## src/rtl/crc_pkg.sv

```systemverilog
// Shared types and width helpers for the CRC calculator and its frame transmitter.
package crc_pkg;

  typedef enum logic [1:0] {
    StIdle,
    StCalc,
    StSend
  } state_e;

  function automatic int unsigned clog2(input int unsigned v);
    int unsigned r;
    r = 0;
    for (int unsigned i = 0; i < 32; i++) begin
      if ((64'd1 << r) < 64'(v)) r = r + 1;
    end
    return r;
  endfunction

  // Counter width for n states; never narrower than one bit.
  function automatic int unsigned cnt_width(input int unsigned n);
    return (clog2(n) < 1) ? 1 : clog2(n);
  endfunction

  function automatic int unsigned frame_width(input int unsigned dwidth,
                                              input int unsigned crc_width);
    return dwidth + crc_width;
  endfunction

  function automatic int unsigned num_symbols(input int unsigned frame_w,
                                              input int unsigned sym_width);
    return frame_w / sym_width;
  endfunction

endpackage

```

## src/rtl/crc_sym_serializer.sv

```systemverilog
// Parallel-load shift register that emits a frame MSB-first as valid/ready symbols.
module crc_sym_serializer
  import crc_pkg::*;
#(
  parameter int unsigned FRAME_W   = 24,
  parameter int unsigned SYM_WIDTH = 8
) (
  input  logic                 clk,
  input  logic                 rstN,
  input  logic                 load_i,
  input  logic [FRAME_W-1:0]   frame_i,
  input  logic                 ready_i,
  output logic                 valid_o,
  output logic [SYM_WIDTH-1:0] data_o,
  output logic                 last_o,
  output logic                 done_o
);

  localparam int unsigned NSym = num_symbols(FRAME_W, SYM_WIDTH);
  localparam int unsigned CntW = cnt_width(NSym);
  localparam logic [CntW-1:0] LastCnt = CntW'(NSym - 1);

  logic [FRAME_W-1:0]   frame_q, frame_d, frame_shift;
  logic [CntW-1:0]      cnt_q, cnt_d;
  logic                 valid_q, valid_d;
  logic                 last_q, last_d;
  logic [SYM_WIDTH-1:0] data_q, data_d;

  assign frame_shift = frame_q << SYM_WIDTH;

  always_comb begin
    frame_d = frame_q;
    cnt_d   = cnt_q;
    valid_d = valid_q;
    last_d  = last_q;
    data_d  = data_q;
    if (load_i) begin
      frame_d = frame_i;
      cnt_d   = '0;
      valid_d = 1'b1;
      data_d  = frame_i[FRAME_W-1 -: SYM_WIDTH];
      last_d  = (NSym == 1);
    end else if (valid_q && ready_i) begin
      frame_d = frame_shift;
      if (last_q) begin
        // Counter parks at the last index instead of wrapping.
        valid_d = 1'b0;
        last_d  = 1'b0;
        data_d  = '0;
      end else begin
        cnt_d  = cnt_q + 1'b1;
        data_d = frame_shift[FRAME_W-1 -: SYM_WIDTH];
        last_d = (cnt_d == LastCnt);
      end
    end
  end

  always_ff @(posedge clk or negedge rstN) begin
    if (!rstN) begin
      frame_q <= '0;
      cnt_q   <= '0;
      valid_q <= 1'b0;
      last_q  <= 1'b0;
      data_q  <= '0;
    end else begin
      frame_q <= frame_d;
      cnt_q   <= cnt_d;
      valid_q <= valid_d;
      last_q  <= last_d;
      data_q  <= data_d;
    end
  end

  assign valid_o = valid_q;
  assign data_o  = data_q;
  assign last_o  = last_q;
  assign done_o  = valid_q & ready_i & last_q;

endmodule

```

## src/rtl/crc_frame_tx.sv

```systemverilog
// Captures {data, crc} from the CRC calculator and streams it out as symbols.
// Optional sticky load-while-sending error flag: define CRC_FRAME_TX_OVF_EN.
module crc_frame_tx
  import crc_pkg::*;
#(
  parameter int unsigned CRC_WIDTH = 8,
  parameter int unsigned DWIDTH    = 16,
  parameter int unsigned SYM_WIDTH = 8
) (
  input  logic                 clk,
  input  logic                 rstN,
  input  logic                 ctrlEn,
  input  logic [DWIDTH-1:0]    dataIn,
  input  logic [CRC_WIDTH-1:0] crcSeq,
  input  logic                 crcReady,
  output logic                 busy,
`ifdef CRC_FRAME_TX_OVF_EN
  input  logic                 ovfClr,
  output logic                 ovfErr,
`endif
  output logic                 txValid,
  input  logic                 txReady,
  output logic [SYM_WIDTH-1:0] txData,
  output logic                 txLast
);

  localparam int unsigned FrameW = frame_width(DWIDTH, CRC_WIDTH);

  if ((FrameW % SYM_WIDTH) != 0) begin : g_bad_sym_width
    $error("crc_frame_tx: DWIDTH+CRC_WIDTH must be a multiple of SYM_WIDTH");
  end

  state_e            state_q;
  logic [DWIDTH-1:0] data_q;
  logic              crc_ready_q;
  logic              busy_q;
  logic              crc_done;
  logic              load;
  logic              sym_done;

  assign crc_done = crcReady & ~crc_ready_q;
  // A load coinciding with done means a newer result is still pending.
  assign load     = (state_q == StCalc) & crc_done & ~ctrlEn;

  always_ff @(posedge clk or negedge rstN) begin
    if (!rstN) begin
      state_q     <= StIdle;
      data_q      <= '0;
      crc_ready_q <= 1'b1;
      busy_q      <= 1'b0;
    end else begin
      crc_ready_q <= crcReady;
      unique case (state_q)
        StIdle: begin
          if (ctrlEn) begin
            data_q  <= dataIn;
            state_q <= StCalc;
            busy_q  <= 1'b1;
          end
        end
        StCalc: begin
          if (ctrlEn) begin
            data_q <= dataIn;
          end else if (crc_done) begin
            state_q <= StSend;
          end
        end
        StSend: begin
          if (sym_done) begin
            state_q <= StIdle;
            busy_q  <= 1'b0;
          end
        end
        default: begin
          state_q <= StIdle;
          busy_q  <= 1'b0;
        end
      endcase
    end
  end

  crc_sym_serializer #(
    .FRAME_W  (FrameW),
    .SYM_WIDTH(SYM_WIDTH)
  ) u_ser (
    .clk    (clk),
    .rstN   (rstN),
    .load_i (load),
    .frame_i({data_q, crcSeq}),
    .ready_i(txReady),
    .valid_o(txValid),
    .data_o (txData),
    .last_o (txLast),
    .done_o (sym_done)
  );

  assign busy = busy_q;

`ifdef CRC_FRAME_TX_OVF_EN
  logic ovf_q;

  always_ff @(posedge clk or negedge rstN) begin
    if (!rstN) begin
      ovf_q <= 1'b0;
    end else if ((state_q == StSend) && ctrlEn) begin
      ovf_q <= 1'b1;
    end else if (ovfClr) begin
      ovf_q <= 1'b0;
    end
  end

  assign ovfErr = ovf_q;
`endif

endmodule

```

## config.mk

```make
export PLATFORM = sky130hd
export DESIGN_NAME = crc_frame_tx
export DESIGN_NICKNAME = d
export VERILOG_FILES = /design/src/rtl/crc_pkg.sv /design/src/rtl/crc_sym_serializer.sv /design/src/rtl/crc_frame_tx.sv
export SDC_FILE = /design/constraint.sdc
export NUM_CORES = 1
export LEC_CHECK = 0
export ABC_AREA = 1
export CAP_MARGIN = 15
export CORE_MARGIN = 1.5
export CORE_UTILIZATION = 35
export DETAILED_ROUTE_END_ITERATION = 8
export HOLD_SLACK_MARGIN = 0.12
export PLACE_DENSITY_LB_ADDON = 0.12
export REMOVE_ABC_BUFFERS = 1
export SETUP_SLACK_MARGIN = 0.15
export SYNTH_ARGS = -nofsm -noshare
export SYNTH_HDL_FRONTEND = slang
export SYNTH_SLANG_ARGS = --single-unit
```

## constraint.sdc

```tcl
create_clock -name clk -period 2.3 [get_ports clk]
set_input_delay 0.46 -clock clk [delete_from_list [all_inputs] [get_ports clk]]
set_output_delay 0.46 -clock clk [all_outputs]
set_load 0.005 [all_outputs]
```

# After elaboration in Yosys (flattened, before gate mapping)
# Index checks and enable logic that the tools add are counted.
[word_totals] register_bits=48 elab_cells=58 out_inout_bits=11 in_bits=29
[classes] addsub=1 mux=22 bitwise=8 n_eq_ne=8 reduce_logical=10
[op_table] cell="2-to-1 mux 16 bit" n=2
[op_table] cell="2-to-1 mux 8 bit" n=3
[op_table] cell="2-to-1 mux 2 bit" n=7
[op_table] cell="!= test 2 bit, second input constant" n=5
[op_table] cell="2-to-1 mux 1 bit" n=8
[op_table] cell="one-hot mux 2 bit (3 select lines)" n=1
[op_table] cell="AND reduction 2 bit" n=3
[op_table] cell="bitwise AND 1 bit" n=5
[op_table] cell="== test 2 bit, second input constant" n=2
[op_table] cell="AND reduction 4 bit" n=1
[op_table] cell="nonzero test 2 bit" n=2
[op_table] cell="NOT 1 bit" n=3
[op_table] cell="one-hot mux 1 bit (3 select lines)" n=1
[op_table] cell="AND reduction 3 bit" n=1
[op_table] cell="adder 2 x 1 -> 2 bit, second input constant" n=1
[op_table] cell="== test 2 x 1 -> 1 bit, second input constant" n=1
[op_table] cell="zero test 2 bit" n=1
[op_table] cell="OR reduction 2 bit" n=1
[op_table] cell="logical AND 1 bit" n=1

# Depth between registers and ports, before layout
[depth] ltp_word=6 depth_mapped=7 depth_no_buf=7

# By module
# Synthesis repeated with hierarchy kept, for this count alone.
[hier_totals] cells_unflattened=238 hier_area_um2=2159.6
[by_module_without_submodules] mod="crc_sym_serializer" cells_each=148 n_inst=1 area_per_inst_um2=1342.5 seq_area_each_um2=700.7
[by_module_without_submodules] mod="crc_frame_tx" cells_each=90 n_inst=1 area_per_inst_um2=817.0 seq_area_each_um2=501.7

# Worst setup path after synthesis
# OpenSTA, ideal clock, no wires.
[synth_timing] kind="input to register" start="in crcReady" end="reg u_ser.data_q[0], in the netlist u_ser.data_o[0]" arrival_time_ns=1.095 t_required_ns=2.183 path_buffers=1 setup_ns=0.117 stages=6 setup_slack_ns=1.088 path_cell_list="inv_1 -> nor2_1 -> nand3_4 -> buf_2 -> nand3_1 -> nand2_1"
[synth_via] elab_chain_cells=4 elab_cells_between_ends=5 classes_between="1 x mux; 3 x bitwise; 1 x reduce/logical"
[synth_lines] item="start: declaration" line_no="crc_frame_tx.sv:15" text="input logic crcReady,"
[synth_lines] item="bitwise AND 1 bit (*)" line_no="crc_frame_tx.sv:41" text="assign crc_done = crcReady & ~crc_ready_q;"
[synth_lines] item="bitwise AND 1 bit (*) (2 in a row)" line_no="crc_frame_tx.sv:43" text="assign load = (state_q == StCalc) & crc_done & ~ctrlEn;"
[synth_lines] item="2-to-1 mux 8 bit / nonzero test 2 bit (equally long branches)"
[synth_lines] item="end signal: assignment" line_no="crc_sym_serializer.sv:70" text="data_q <= data_d;"
[synth_lines] item="end: declaration" line_no="crc_sym_serializer.sv:27" text="logic [SYM_WIDTH-1:0] data_q, data_d;"
# Mark *: on every way between the ends. The rest lies on a longest branch, timed or not.
# A chain may end at the register's enable or synchronous reset.

# Worst setup path after layout
[layout_timing] start="reg u_ser.last_q, in the netlist u_ser.last_o" end="out txLast"
[layout_lines] item="start: declaration" line_no="crc_sym_serializer.sv:26" text="logic last_q, last_d;"
[layout_lines] item="start signal: assignment" line_no="crc_sym_serializer.sv:69" text="last_q <= last_d;"
[layout_lines] item="end: declaration" line_no="crc_frame_tx.sv:24" text="output logic txLast"
# No word-level cell between the ends.

==> impl_results.md <==
- Outcome: finished, final reports clean
- Avg Vias per Cell: 4.65
- Rows: 28
- Hold WC Path Type: input port to async pin
- Async S/R FF share, synth: 1.00
- CTS buffer count: 5
- Max Root-Sink Buffers: 2
- # Max-Cap Violations: 0
- CTS tree: yes
- Reg2Reg Capture Point: u_ser.frame_q[5]
- DPL Wire Length: 3.17 mm
- Largest net degree at the start of global routing: 28
- Final instance area: 2740 um2
- Crit-path max FO: 4
- Drt first pass iters: 4
- Initial antenna violation count: 0
- Overall Power: 2.46 mW
- Most common cell after layout, fill and taps aside: nand2_1
- Clk sinks: 48
- CP Cell Sequence: clkdlybuf4s50_1
- Worst EP arrival: 1220 ps
- YS warnings: 0
- Fin Hold WS: 180 ps
- CP top delay family: buffers and inverters
- CP max-delay cell: clkdlybuf4s50_1
- Commonest non-fill, non-tap cells in the layout: nand2_1, dfrtp_1, nand3_1
- RSZ-0062 raised after global routing: false
- Reg2reg start: crc_ready_q
- Die area: 6680 um2
- Crit path kind: flip-flop to primary output
- Reg-to-reg setup timing slack: 840 ps
- Height of the die: 81.7 um
- Peak Freq: 595 MHz
- Post-synthesis compound-gate area fraction: 0.0415
- Die Span X: 81.7 um
- Initial Utilization: 0.364
- Maximum vdd drop: 0.000450 V
- Leading area contributor after synthesis: dfrtp_1
- Mux contribution to synthesized area: 0
- Core area: 5960 um2
- Main area contributors after synthesis: dfrtp_1, nand2_1, nand3_1, o21ai_0, inv_1
- Area of the multi-input gates: 793 um2
- DRC Markers: 0
- Mapped Cells: 267
- Ant diodes: 0
- Final WL: 4.77 mm
- Xor/xnor share of the synthesized area: 0.00404
- Post-synth top area share: 0.542
- Crit. End Element: primary output
- PortBufs: 39
- Layout Nets: 340
- Power Dens Cells: 896 nW/um2
- Number of synthesized flops with an enable pin: 0
- Main synth FF type: dfrtp_1
- Biggest cell delay along the critical path: 520 ps
- Clock root cell: clkbuf_8
- Placed cell count: 378
- DP Area: 2650 um2
- Synth Area in Adders: 0.00577
- Count of final setup violators: 0
- Via count: 1793
- Clk_skew: 2.45 ps
- Fin. max-slew vios: 0
- Mapped Area: 2170 um2
- Post-synthesis sequential element count: 48
- Slew at the pin closest to its max-slew limit: 638 ps
- Routed Antenna Nets: 0
- Vias in the first global route: 1777
- Buf/Inv on CP: 1
- FF/Latch Area: 1200 um2
- Fraction of layout cells with a size suffix above 1: 0.0772
- Syn Area/Cell: 8.12 um2
- Area added between synthesis and finish: 26.5%
- Simple-gate portion of the synthesized area: 0.314
- Period utilization: 0.730
- Finished Layout Cells: 386
- Clock Latency Late Sink: 290 ps
- Io pins: 40
- Fill count: 629
- Gp weighted congestion: 0.721
- Slew headroom: 0.574
- Leak: 1.42 nW
- Sequential area share after synthesis: 0.555
- Hold Violations, Final: 0
- Final Critical Period: 1680 ps
- WL/cell: 12.4 um
- Worst EP required: 1840 ps
- Tot GR Track Use: 0.161
- FF-to-FF path depth: 5
- GRT overflow: 0
- Clock-pin slew on the worst setup and hold paths: 80 ps
- Startpoint types: flip-flop
- DR iter-0 viols: 94
- Post-CTS setup buffers: 0
- Post-route setup TNS: 0 ps
- Post-CTS Hold Buffers: 0
- Global-route wire length before repair: 8.14 mm
- Post-CTS Resized: 0
- H-tree levels: 2
- Post-synthesis cell type count: 20
- Largest family of logic cells by synthesized area: simple AND/OR/NAND/NOR gates
how the worst max path moves through the flow:
stage                   endpoint         start  slack (ps)  cells after the start
6_report                  txLast  u_ser.last_o         620                      1
5_1_grt         u_ser.frame_q[1]      crcReady         480                      7
4_1_cts                   txLast  u_ser.last_o         600                      1
3_5_place_dp     u_ser.data_o[1]      crcReady         300                      7
3_3_place_gp   u_ser.frame_q[12]      crcReady         340                      7
2_1_floorplan     u_ser.cnt_q[0]       txReady         840                      4
area by class of cell:
class | instances | share of cell area
clock buffers | 8 | 0.0328
flip-flops and latches | 48 | 0.438
inverters | 26 | 0.0356
well taps | 75 | 0.0342
repair buffers | 48 | 0.170
multi-input cells | 181 | 0.289
layer usage:
metal,GRT usage,wire length (um)
met2,0.260,2200
met5,0,0
met4,0.0610,55
met1,0.216,2360
met3,0.0278,163
state kept, by name, summed over array words and instances (netlist names):
register       count
busy               1
crc_ready_q        1
data_q            16
state_q            2
u_ser.cnt_q        2
u_ser.data_o       8
u_ser.frame_q     16
u_ser.last_o       1
u_ser.valid_o      1
Yosys cell counts (2+ instances only):
master and count:
buf_2 5, nand2_1 111, dfrtp_1 47, buf_6 2, nand3_1 41, buf_4 2
inv_1 22, inv_2 3, o21ai_0 18, buf_1 2, nor2_1 5
cells by family (layout without fill, tap and decap cells):
logic type	after synthesis	count (layout)
fa+ha+maj	1	1
flops	48	48
compound gates	18	18
buf+inv	38	82
xor+xnor	1	1
simple gates	161	161
worst register-to-register path, stage by stage (launching register included):
cell and delay (ps):
dfstp_2 540, nor2_1 70, nand3_4 230, clkinv_1 310, nand2_1 130, nand2_1 60
where the power goes:
| part | total [mW] | switching [mW] | leakage (nW) | internal [mW] |
|---|---|---|---|---|
| sequential | 1.20 | 0.125 | 0.600 | 1.07 |
| clock | 0.507 | 0.261 | 0.0455 | 0.246 |
| combinational | 0.754 | 0.380 | 0.778 | 0.374 |
| total | 2.46 | 0.766 | 1.42 | 1.69 |
metrics by stage:
step,worst slack (ps),utilization
2_1_floorplan,842,-
6_report,620,0.461
4_1_cts,604,0.461
5_1_grt,482,0.461
3_3_place_gp,343,0.445
3_5_place_dp,302,0.445
No activity file was read; power rests on OpenSTA's default activity.
